===== src/rtl/intersection_phase_scheduler.sv =====
// Intersection phase scheduler: one green at a time, yellow and all-red clearance.
// Optional macro PREEMPT_EN adds the preempt/preempt_id override ports.
module intersection_phase_scheduler #(
  parameter int NUM_APPR  = 4,
  parameter int TICK_DIV  = 4,
  parameter int TW        = 8,
  parameter int MIN_GREEN = 4,
  parameter int MAX_GREEN = 12,
  parameter int YELLOW_T  = 3,
  parameter int ALL_RED_T = 1
) (
  input  logic                        clk,
  input  logic                        rst,
  input  logic [NUM_APPR-1:0]         sensor,
`ifdef PREEMPT_EN
  input  logic                        preempt,
  input  logic [$clog2(NUM_APPR)-1:0] preempt_id,
`endif
  output logic [2*NUM_APPR-1:0]       signal,
  output logic [$clog2(NUM_APPR)-1:0] green_id,
  output logic [1:0]                  phase_state,
  output logic                        switch_pulse
);

  localparam int IW = $clog2(NUM_APPR);
  localparam int PW = (TICK_DIV > 1) ? $clog2(TICK_DIV) : 1;
  localparam int BW = IW + 1;

  localparam logic [1:0] S_GREEN = 2'b00;
  localparam logic [1:0] S_YEL   = 2'b01;
  localparam logic [1:0] S_AR    = 2'b10;

  localparam logic [PW-1:0] TICK_LAST = PW'(TICK_DIV - 1);
  localparam logic [TW-1:0] MIN_T     = TW'(MIN_GREEN);
  localparam logic [TW-1:0] MAX_T     = TW'(MAX_GREEN);
  localparam logic [TW-1:0] YEL_T     = TW'(YELLOW_T);
  localparam logic [TW-1:0] AR_T      = TW'(ALL_RED_T);

  logic [1:0]            state_q, state_d;
  logic [IW-1:0]         green_q, green_d;
  logic [IW-1:0]         next_q, next_d, next_eff;
  logic [IW-1:0]         rr_id, rr_idx;
  logic [NUM_APPR-1:0]   sensor_q, req_q, req_d;
  logic [PW-1:0]         presc_q, presc_d;
  logic [TW-1:0]         timer_q, timer_d, timer_inc;
  logic [2*NUM_APPR-1:0] signal_q, signal_d;
  logic [1:0]            phase_q, phase_d;
  logic                  pulse_q, pulse_d;
  logic [BW-1:0]         base;
  logic                  tick, rr_any, go_yel, enter_green;
  logic                  pre_act;
  logic [IW-1:0]         pre_id;

`ifdef PREEMPT_EN
  logic          preempt_q;
  logic [IW-1:0] pid_q;

  // Register the preempt request alongside the sensors.
  always_ff @(posedge clk) begin
    if (!rst) begin
      preempt_q <= 1'b0;
      pid_q     <= '0;
    end else begin
      preempt_q <= preempt;
      pid_q     <= preempt_id;
    end
  end

  assign pre_act = preempt_q;
  assign pre_id  = pid_q;
`else
  assign pre_act = 1'b0;
  assign pre_id  = '0;
`endif

  // Tick strobe and saturating count of ticks completed including this one.
  always_comb begin
    tick      = (presc_q == TICK_LAST);
    timer_inc = (&timer_q) ? timer_q : timer_q + TW'(1);
  end

  // Round-robin search from green+1 upward, wrapping, skipping green.
  always_comb begin
    rr_any = 1'b0;
    rr_id  = green_q;
    rr_idx = '0;
    for (int k = NUM_APPR - 1; k >= 1; k--) begin
      rr_idx = IW'((int'(green_q) + k) % NUM_APPR);
      if (req_q[rr_idx]) begin
        rr_any = 1'b1;
        rr_id  = rr_idx;
      end
    end
  end

  // Green exit decision, taken only on a tick boundary.
  always_comb begin
    go_yel = 1'b0;
    if (tick) begin
      if (pre_act)
        go_yel = (green_q != pre_id);
      else
        go_yel = (timer_inc >= MIN_T) && rr_any &&
                 (!sensor_q[green_q] || timer_inc >= MAX_T);
    end
  end

  // Next-state logic; unknown encodings fall back to all-red.
  always_comb begin
    state_d = state_q;
    case (state_q)
      S_GREEN: if (go_yel) state_d = S_YEL;
      S_YEL:   if (tick && timer_inc >= YEL_T) state_d = S_AR;
      S_AR:    if (tick && timer_inc >= AR_T) state_d = S_GREEN;
      default: state_d = S_AR;
    endcase
  end

  // Grant bookkeeping, demand latches and interval counters.
  always_comb begin
    enter_green = (state_q == S_AR) && (state_d == S_GREEN);
    next_eff    = pre_act ? pre_id : next_q;
    next_d      = next_q;
    if (state_q == S_GREEN && state_d == S_YEL) next_d = rr_id;
    if (pre_act) next_d = pre_id;
    green_d = enter_green ? next_eff : green_q;
    req_d   = req_q | sensor_q;
    if (enter_green) req_d[green_d] = 1'b0;
    presc_d = presc_q + PW'(1);
    timer_d = timer_q;
    if (state_d != state_q) begin
      presc_d = '0;
      timer_d = '0;
    end else if (tick) begin
      presc_d = '0;
      timer_d = timer_inc;
    end
  end

  // Output decode from the upcoming state so outputs register with it.
  always_comb begin
    signal_d = '1;
    base     = {green_d, 1'b0};
    phase_d  = state_d;
    pulse_d  = enter_green;
    if (state_d == S_GREEN)
      signal_d[base +: 2] = 2'b01;
    else if (state_d == S_YEL)
      signal_d[base +: 2] = 2'b10;
  end

  // State, counters, latches and registered outputs.
  always_ff @(posedge clk) begin
    if (!rst) begin
      state_q  <= S_AR;
      green_q  <= '0;
      next_q   <= '0;
      sensor_q <= '0;
      req_q    <= '0;
      presc_q  <= '0;
      timer_q  <= '0;
      signal_q <= '1;
      phase_q  <= S_AR;
      pulse_q  <= 1'b0;
    end else begin
      state_q  <= state_d;
      green_q  <= green_d;
      next_q   <= next_d;
      sensor_q <= sensor;
      req_q    <= req_d;
      presc_q  <= presc_d;
      timer_q  <= timer_d;
      signal_q <= signal_d;
      phase_q  <= phase_d;
      pulse_q  <= pulse_d;
    end
  end

  assign signal       = signal_q;
  assign green_id     = green_q;
  assign phase_state  = phase_q;
  assign switch_pulse = pulse_q;

endmodule


===== config.mk =====
export PLATFORM = sky130hd
export DESIGN_NAME = intersection_phase_scheduler
export DESIGN_NICKNAME = d
export VERILOG_FILES = /design/src/rtl/intersection_phase_scheduler.sv
export SDC_FILE = /design/constraint.sdc
export NUM_CORES = 1
export LEC_CHECK = 0
export CORE_MARGIN = 2
export CORE_UTILIZATION = 62
export DETAILED_ROUTE_END_ITERATION = 12
export DONT_BUFFER_PORTS = 1
export PLACE_DENSITY = 0.78
export RECOVER_POWER = 100
export SYNTH_ARGS = -nofsm -noshare
export SYNTH_HDL_FRONTEND = slang
export SYNTH_SLANG_ARGS = --single-unit

===== constraint.sdc =====
create_clock -name clk -period 3.4 [get_ports clk]
set_input_delay 0.34 -clock clk [delete_from_list [all_inputs] [get_ports clk]]
set_output_delay 0.34 -clock clk [all_outputs]
set_load 0.02 [all_outputs]

==> results by group, run 1 <==
Die
  – Core area: 0.00252 mm²
  – I/O pins: 19
  – Initial core utilization: 66.5%
  – Die area: 0.00314 mm²
  – Die Span Y: 56 µm
  – Die Wd: 56 µm
  – Site row count: 18

Timing
  – Hold Vio Cnt, Final: 0
  – Setup slack after layout: 491 ps
  – Min Hold Slack: 94.7 ps
  – Final Critical Period: 2910 ps
  – Max Slew Vio Count: 0
  – Max frequency: 344 MHz
  – Worst-Margin Slew: 608 ps
  – Worst Clk Skew: 11.2 ps
  – RSZ-0062 raised after global routing: no
  – Tcrit/Tclk final: 85.6%
  – Worst slew margin: 58.4%
  – Setup TNS: 0 ps
  – Setup violators final: 0

Route
  – Vias per cell: 6.68
  – Iteration-0 DRC Markers: 97
  – Post-route DRC: 0
  – Post-route ant nets: 0
  – 1st-pass router iterations: 5
  – WL final: 3.72 mm
  – Drt wl/cell: 17.1 µm
  – Vias: 1450

Clock network
  – Clk pin slew, worst setup/hold paths: 100 ps
  – Post-CTS Setup Inserts: 0
  – Clock Latency Late Sink: 330 ps
  – Max Root-Sink Buffers: 2
  – Clock Sink Count: 33
  – Post-CTS sizing: 0
  – TritonCTS Buffers: 5
  – CTS tree: built
  – Hold Buf Count CTS: 0
  – Root Buffer Master: clkbuf_4
  – # H-tree levels: 2

Global route
  – Total gr overflow: 0
  – Initial antenna violation count: 0
  – Largest net degree at the start of global routing: 16
  – Vias in the first global route: 1368
  – Total track usage: 24.6%
  – Global-route wire length before repair: 6.09 mm

Place
  – DP HPWL: 2.72 mm
  – Final Wtd Congestion: 0.925
  – I/O Buffers: 0
  – Place WS: 613 ps

Critical path
  – Worst Setup SP: timer_q[0]$_SDFFE_PP0P_
  – Reg2Reg Depth: 7
  – Crit path to: timer_q[5]$_SDFFE_PP0P_
  – Crit path capture type: flip-flop
  – FF-to-FF End: timer_q[5]$_SDFFE_PP0P_
  – Crit-path max FO: 11
  – Worst Path Arrival: 3160 ps
  – Startpoint Class: flip-flop
  – Flop2flop setup slack: 490 ps
  – Worst EP required: 3650 ps
  – R2R Path Start: timer_q[0]$_SDFFE_PP0P_
  – WS Path Type: reg2reg

Synth
  – Sequential share of the synthesized area: 39.4%
  – Syn Nets: 196
  – Yosys cell types: 51
  – Post-synthesis cell count: 188
  – Top FF cell, synth: dfxtp_1
  – Area leader, netlist: dfxtp_1
  – Avg Cell Area, Syn: 8.92 µm²
  – Async S/R FF share, synth: 0%
  – Yosys reg bits: 33
  – Post-synth top area share: 39.4%
  – Post-synth EDFFs: 0
  – Ys Warns: 0
  – Main area contributors after synthesis: dfxtp_1 (39%), nand2_1 (5.4%), a21oi_1 (3.6%)
  – Post-synth design cell area: 0.00168 mm²

Power and ir drop
  – Sequential Power Share: 61.2%
  – Net Sw Frac: 27.3%
  – Combinational Power Share: 8.4%
  – P_leak: 0.621 nW
  – Power share of the clock group: 30.4%
  – PwrDens: 410 mW/mm²
  – Power Internal: 504 µW
  – NetSw: 189 µW
  – Worst VDD drop: 385 µV

Run
  – Maxcap violations: 0

Status
  – Status: finished, final reports clean

Min path
  – Hold Path Class: in2reg

Finish
  – Layout cells sized above 1: 9.09%
  – Most common cell after layout, fill and taps aside: dfxtp_1
  – Multi-input gate area: 903 µm²
  – Fin nets: 194
  – Fillcell total: 204
  – Most frequent cells in the layout: dfxtp_1 (33), nand2_1 (24), nor2_1 (13)
  – Ant. Diodes: 0
  – Area delta synth->final: 0.821%
  – Storage cell area: 661 µm²
-- Yosys cell counts, types with 2 or more instances --
| library cell | n |
|---|---|
| a211oi_2 | 2 |
| a21boi_0 | 2 |
| a21oi_1 | 12 |
| a31oi_1 | 2 |
| and2_1 | 6 |
| and4_1 | 2 |
| buf_2 | 4 |
| clkbuf_1 | 6 |
| dfxtp_1 | 33 |
| ha_1 | 2 |
| inv_1 | 7 |
| mux2i_1 | 5 |
| nand2_1 | 24 |
| nand2b_1 | 4 |
| nand3_1 | 5 |
| nand4_1 | 6 |
| nor2_1 | 13 |
| nor2b_1 | 4 |
| nor3b_1 | 3 |
| nor4_1 | 2 |
| nor4b_1 | 3 |
| o21ai_0 | 7 |
| o221a_2 | 3 |
| o311ai_0 | 2 |
| o32ai_1 | 2 |
| or3_4 | 2 |
-- how the worst min path moves through the flow --
stage               cells past startpoint  slack [ps]                        end                  start
floorplan                               1         410      presc_q[0]$_SDFF_PP0_  presc_q[0]$_SDFF_PP0_
global placement                        1         420      presc_q[0]$_SDFF_PP0_  presc_q[0]$_SDFF_PP0_
global route                            1          80  phase_state[1]$_SDFF_PN1_                    rst
finish                                  1          90  phase_state[1]$_SDFF_PN1_                    rst
CTS                                     1          90  phase_state[1]$_SDFF_PN1_                    rst
detailed placement                      1         430      presc_q[0]$_SDFF_PP0_  presc_q[0]$_SDFF_PP0_
-- cell type report --
cell class,count,share of cell area (%)
Clock buffer,5,2.22
Timing Repair Buffer,2,0.444
Multi-Input combinational cell,137,53.4
Inverter,7,1.55
Tap cell,30,2.22
Sequential cell,33,39.1
Clock inverter,3,1.04
-- power by group through the flow --
stage | Clock [mW] | Combinational [mW] | Sequential, mW
final | 0.211 | 0.0582 | 0.424
after detailed placement | 0 | 0.0614 | 0.433
after floorplan | 0 | 0.0591 | 0.422
after CTS | 0.212 | 0.0622 | 0.424
after global placement | 0 | 0.0585 | 0.431
after global routing | 0.231 | 0.0650 | 0.426
-- kinds of logic (layout without fill, tap and decap cells) --
kind of cell             Yosys count  in the layout  synth area share (%)
multiplexers                       6              6                  4.33
adder cells (fa/ha/maj)            2              2                  1.49
AND/OR/NAND/NOR                   82             82                  27.2
flip-flops                        33             33                  39.4
buffers and inverters             18             17                  4.55
XOR/XNOR                           1              1                 0.522
AO/OA/AOI/OAI                     46             46                  22.5
-- layer usage --
| metal | global-route usage [%] | routed length (µm) | up-vias |
|---|---|---|---|
| met5 | 0 | 0 | - |
| met2 | 44.5 | 1910 | 64 |
| met1 | 26.4 | 1510 | 680 |
| met4 | 11.2 | 112 | 0 |
| li1 | - | - | 690 |
| met3 | 6.51 | 185 | 16 |
-- registers in the layout (all words and copies together), names as in the netlist --
register,flops
signal,8
timer_q,8
req_q,4
sensor_q,4
green_id,2
next_eff,2
phase_state,2
presc_q,2
switch_pulse,1
-- per-stage QoR --
step,utilization [%],power [mW],std cells,instance area [µm²]
floorplan,-,0.481,188,1680
global placement,66.6,0.490,209,1680
detailed placement,66.6,0.494,209,1680
CTS,68.8,0.697,217,1730
global route,67.0,0.722,217,1690
finish,67.0,0.693,217,1690
-- critical path, cell delays in order (launching register included) --
cell	delay (ps)
dfxtp_1	490
ha_1	400
nand3_1	160
or4_1	500
a211o_1	370
a22o_1	270
a211o_1	400
a211oi_1	230
No activity file was read; power rests on OpenSTA's default activity.
==> run 2, diff against run 1 <==
--- a/config.mk
+++ b/config.mk
@@ -7,6 +7,7 @@
 export LEC_CHECK = 0
 export CORE_MARGIN = 2
 export CORE_UTILIZATION = 62
+export CTS_CLUSTER_DIAMETER = 40
 export DETAILED_ROUTE_END_ITERATION = 12
 export DONT_BUFFER_PORTS = 1
 export PLACE_DENSITY = 0.78
==> results of run 2 <==
Same layout as run 1: the final DEF is identical, and so are final timing and power.
==> run 3, diff against run 2 <==
--- a/config.mk
+++ b/config.mk
@@ -5,12 +5,14 @@
 export SDC_FILE = /design/constraint.sdc
 export NUM_CORES = 1
 export LEC_CHECK = 0
+export CELL_PAD_IN_SITES_DETAIL_PLACEMENT = 2
+export CELL_PAD_IN_SITES_GLOBAL_PLACEMENT = 2
 export CORE_MARGIN = 2
-export CORE_UTILIZATION = 62
+export CORE_UTILIZATION = 38
 export CTS_CLUSTER_DIAMETER = 40
 export DETAILED_ROUTE_END_ITERATION = 12
 export DONT_BUFFER_PORTS = 1
-export PLACE_DENSITY = 0.78
+export PLACE_DENSITY_LB_ADDON = 0.1
 export RECOVER_POWER = 100
 export SYNTH_ARGS = -nofsm -noshare
 export SYNTH_HDL_FRONTEND = slang
==> run 3 against run 2 <==
Register-to-register slack worse by 80 ps. Design area increased by 5.6%. Setup slack got worse by 82 ps. Wire length grew 21%. Sequential cell count unchanged. Clock skew is 7.6 ps lower. Final cell count is 10% higher. Largest power group unchanged. Combinational power grew 5.5%. Core utilization decreased by 25 points. Sequential share of layout area is 2.1 points lower. Count of clock-buffer cells in the layout grew 2.
==> results by group, run 3 (synthesized netlist as in run 1, its figures left out) <==
Place
  – I/O Buffers: 0 (unchanged)
  – DP HPWL: 3.41 mm (+26%)
  – Final Wtd Congestion: 0.824 (-11%)

Timing
  – Final Critical Period: 2990 ps (+82.4 ps)
  – Worst slew margin: 54.2% (-4.2 points)
  – Worst Clk Skew: 3.59 ps (-7.65 ps)
  – Hold Vio Cnt, Final: 0 (unchanged)
  – Tcrit/Tclk final: 88.0% (+2.4 points)
  – Worst-Margin Slew: 687 ps (+78.1 ps)
  – Max frequency: 334 MHz (-2.8%)
  – Setup TNS: 0 ps (unchanged)
  – RSZ-0062 raised after global routing: no
  – Setup violators final: 0 (unchanged)
  – Max Slew Vio Count: 0 (unchanged)

Route
  – Drt wl/cell: 18.9 µm (+10%)
  – WL final: 4.51 mm (+21%)
  – Post-route ant nets: 0 (unchanged)
  – Iteration-0 DRC Markers: 47 (-52%)
  – 1st-pass router iterations: 4 (-1)
  – Vias per cell: 5.89 (-12%)
  – Post-route DRC: 0 (unchanged)
  – Vias: 1407 (-3.0%)

Power and ir drop
  – Power share of the clock group: 43.5% (+13 points)
  – Net Sw Frac: 22.6% (-4.7 points)
  – P_leak: 0.651 nW (+4.8%)
  – Power Internal: 666 µW (+32%)
  – Worst VDD drop: 227 µV (-41%)
  – Sequential Power Share: 49.4% (-12 points)
  – NetSw: 195 µW (+2.9%)
  – PwrDens: 482 mW/mm² (+18%)
  – Combinational Power Share: 7.1% (-1.3 points)

Critical path
  – Worst EP required: 3590 ps (-60 ps)
  – Worst Path Arrival: 3180 ps (+20 ps)
  – Crit-path cells: ha_1 -> nand3_1 -> or4_1 -> a211o_1 -> a22o_1 -> a211o_1 -> a211oi_1
  – Flop2flop setup slack: 410 ps (-80 ps)
  – Reg2Reg Depth: 7 (unchanged)
  – WS Path Type: reg2reg
  – CP most frequent cell: a211o_1
  – CP max-delay cell: or4_1
  – Slowest stage delay, CP: 500 ps (about the same)
  – Crit path capture type: flip-flop
  – Crit-path max FO: 11 (unchanged)
  – Startpoint Class: flip-flop
  – FF-to-FF End: timer_q[5]$_SDFFE_PP0P_
  – R2R Path Start: timer_q[0]$_SDFFE_PP0P_

Run
  – Maxcap violations: 0 (unchanged)

Clock network
  – Max Root-Sink Buffers: 2 (unchanged)
  – Hold Buf Count CTS: 0 (unchanged)
  – Clk pin slew, worst setup/hold paths: 70 ps (-30 ps)
  – CTS tree: built
  – Clock Latency Late Sink: 280 ps (-50 ps)
  – Post-CTS Setup Inserts: 0 (unchanged)
  – # H-tree levels: 2 (unchanged)
  – TritonCTS Buffers: 5 (unchanged)
  – Clock Sink Count: 33 (unchanged)
  – Root Buffer Master: clkbuf_8
  – Post-CTS sizing: 0 (unchanged)

Die
  – Core area: 0.00429 mm² (+70%)
  – Initial core utilization: 39.0% (-27 points)
  – Die area: 0.00496 mm² (+58%)
  – Die Span Y: 70.4 µm (+26%)
  – I/O pins: 19 (unchanged)
  – Site row count: 24 (+6)
  – Die Wd: 70.4 µm (+26%)

Min path
  – Hold Crit Depth: 1 (unchanged)
  – Hold EP: phase_state[1]$_SDFF_PN1_
  – HP Start: rst
  – Hold Path Class: in2reg

Finish
  – Fin nets: 194 (unchanged)
  – Area delta synth->final: 6.49%
  – Final core occ: 41.6% (-25 points)
  – Most common cell after layout, fill and taps aside: dfxtp_1
  – Fillcell total: 484 (+140%)
  – Layout cells sized above 1: 9.09% (unchanged)
  – Most frequent cells in the layout: dfxtp_1 (33), nand2_1 (24), nor2_1 (13)
  – Ant. Diodes: 0 (unchanged)

Global route
  – Initial antenna violation count: 0 (unchanged)
  – Total gr overflow: 0 (unchanged)
  – Total track usage: 19.6% (-5.1 points)
  – Largest net degree at the start of global routing: 16 (unchanged)
  – Vias in the first global route: 1538 (+12%)
  – Global-route wire length before repair: 7.63 mm (+25%)

Status
  – Status: finished, final reports clean
-- run 3: per-layer routing --
layer	up-vias	share of wire [%]	track usage, %
met3	9	2.0	3.46
met2	20	54	36.8
met5	-	0	0
li1	684	-	-
met4	0	2.1	6.62
met1	694	42	21.8
-- run 3: through the flow --
| stage | cells | hold WS, ps | setup slack [ps] | cell area [µm²] | power, mW |
|---|---|---|---|---|---|
| after CTS | 239 | 126 | 475 | 1820 | 0.879 |
| after global routing | 239 | 126 | 183 | 1790 | 0.901 |
| after detailed placement | 231 | 425 | 511 | 1710 | 0.499 |
| after floorplan | 188 | 407 | 939 | 1680 | 0.481 |
| final | 239 | 138 | 409 | 1790 | 0.860 |
| after global placement | 231 | 418 | 673 | 1710 | 0.494 |
-- run 3: worst max-delay path, delay by kind of cell, from the launching register on --
family / cells / cell delay [ps]
DFF: 1 / 490
and+or+nand+nor: 2 / 680
adders and majority gates: 1 / 420
AOI/OAI and AO/OA: 4 / 1320
-- run 3: area by class of cell --
| class | count | area [µm²] | share of cell area (%) |
|---|---|---|---|
| Tap cell | 52 | 65.1 | 3.64 |
| Sequential cell | 33 | 661 | 37.0 |
| Inverter | 7 | 26.3 | 1.47 |
| Multi-Input combinational cell | 137 | 910 | 50.9 |
| Timing Repair Buffer | 2 | 7.51 | 0.420 |
| Clock inverter | 1 | 30.0 | 1.68 |
| Clock buffer | 7 | 86.3 | 4.84 |
-- run 3: worst max-delay path by stage --
stage / from / endpoint / cells after the start
global placement: timer_q[0]$_SDFFE_PP0P_ / timer_q[5]$_SDFFE_PP0P_ / 7
detailed placement: timer_q[0]$_SDFFE_PP0P_ / timer_q[5]$_SDFFE_PP0P_ / 7
floorplan: timer_q[1]$_SDFFE_PP0P_ / timer_q[5]$_SDFFE_PP0P_ / 8
global route: timer_q[0]$_SDFFE_PP0P_ / timer_q[5]$_SDFFE_PP0P_ / 7
finish: timer_q[0]$_SDFFE_PP0P_ / timer_q[5]$_SDFFE_PP0P_ / 7
CTS: timer_q[0]$_SDFFE_PP0P_ / timer_q[5]$_SDFFE_PP0P_ / 7
-- run 3: power by group through the flow --
stage               clock network, mW  registers, mW  logic (mW)
floorplan                           0          0.422      0.0591
global placement                    0          0.432      0.0615
detailed placement                  0          0.434      0.0652
CTS                             0.388          0.425      0.0660
global route                    0.403          0.428      0.0704
finish                          0.374          0.425      0.0614
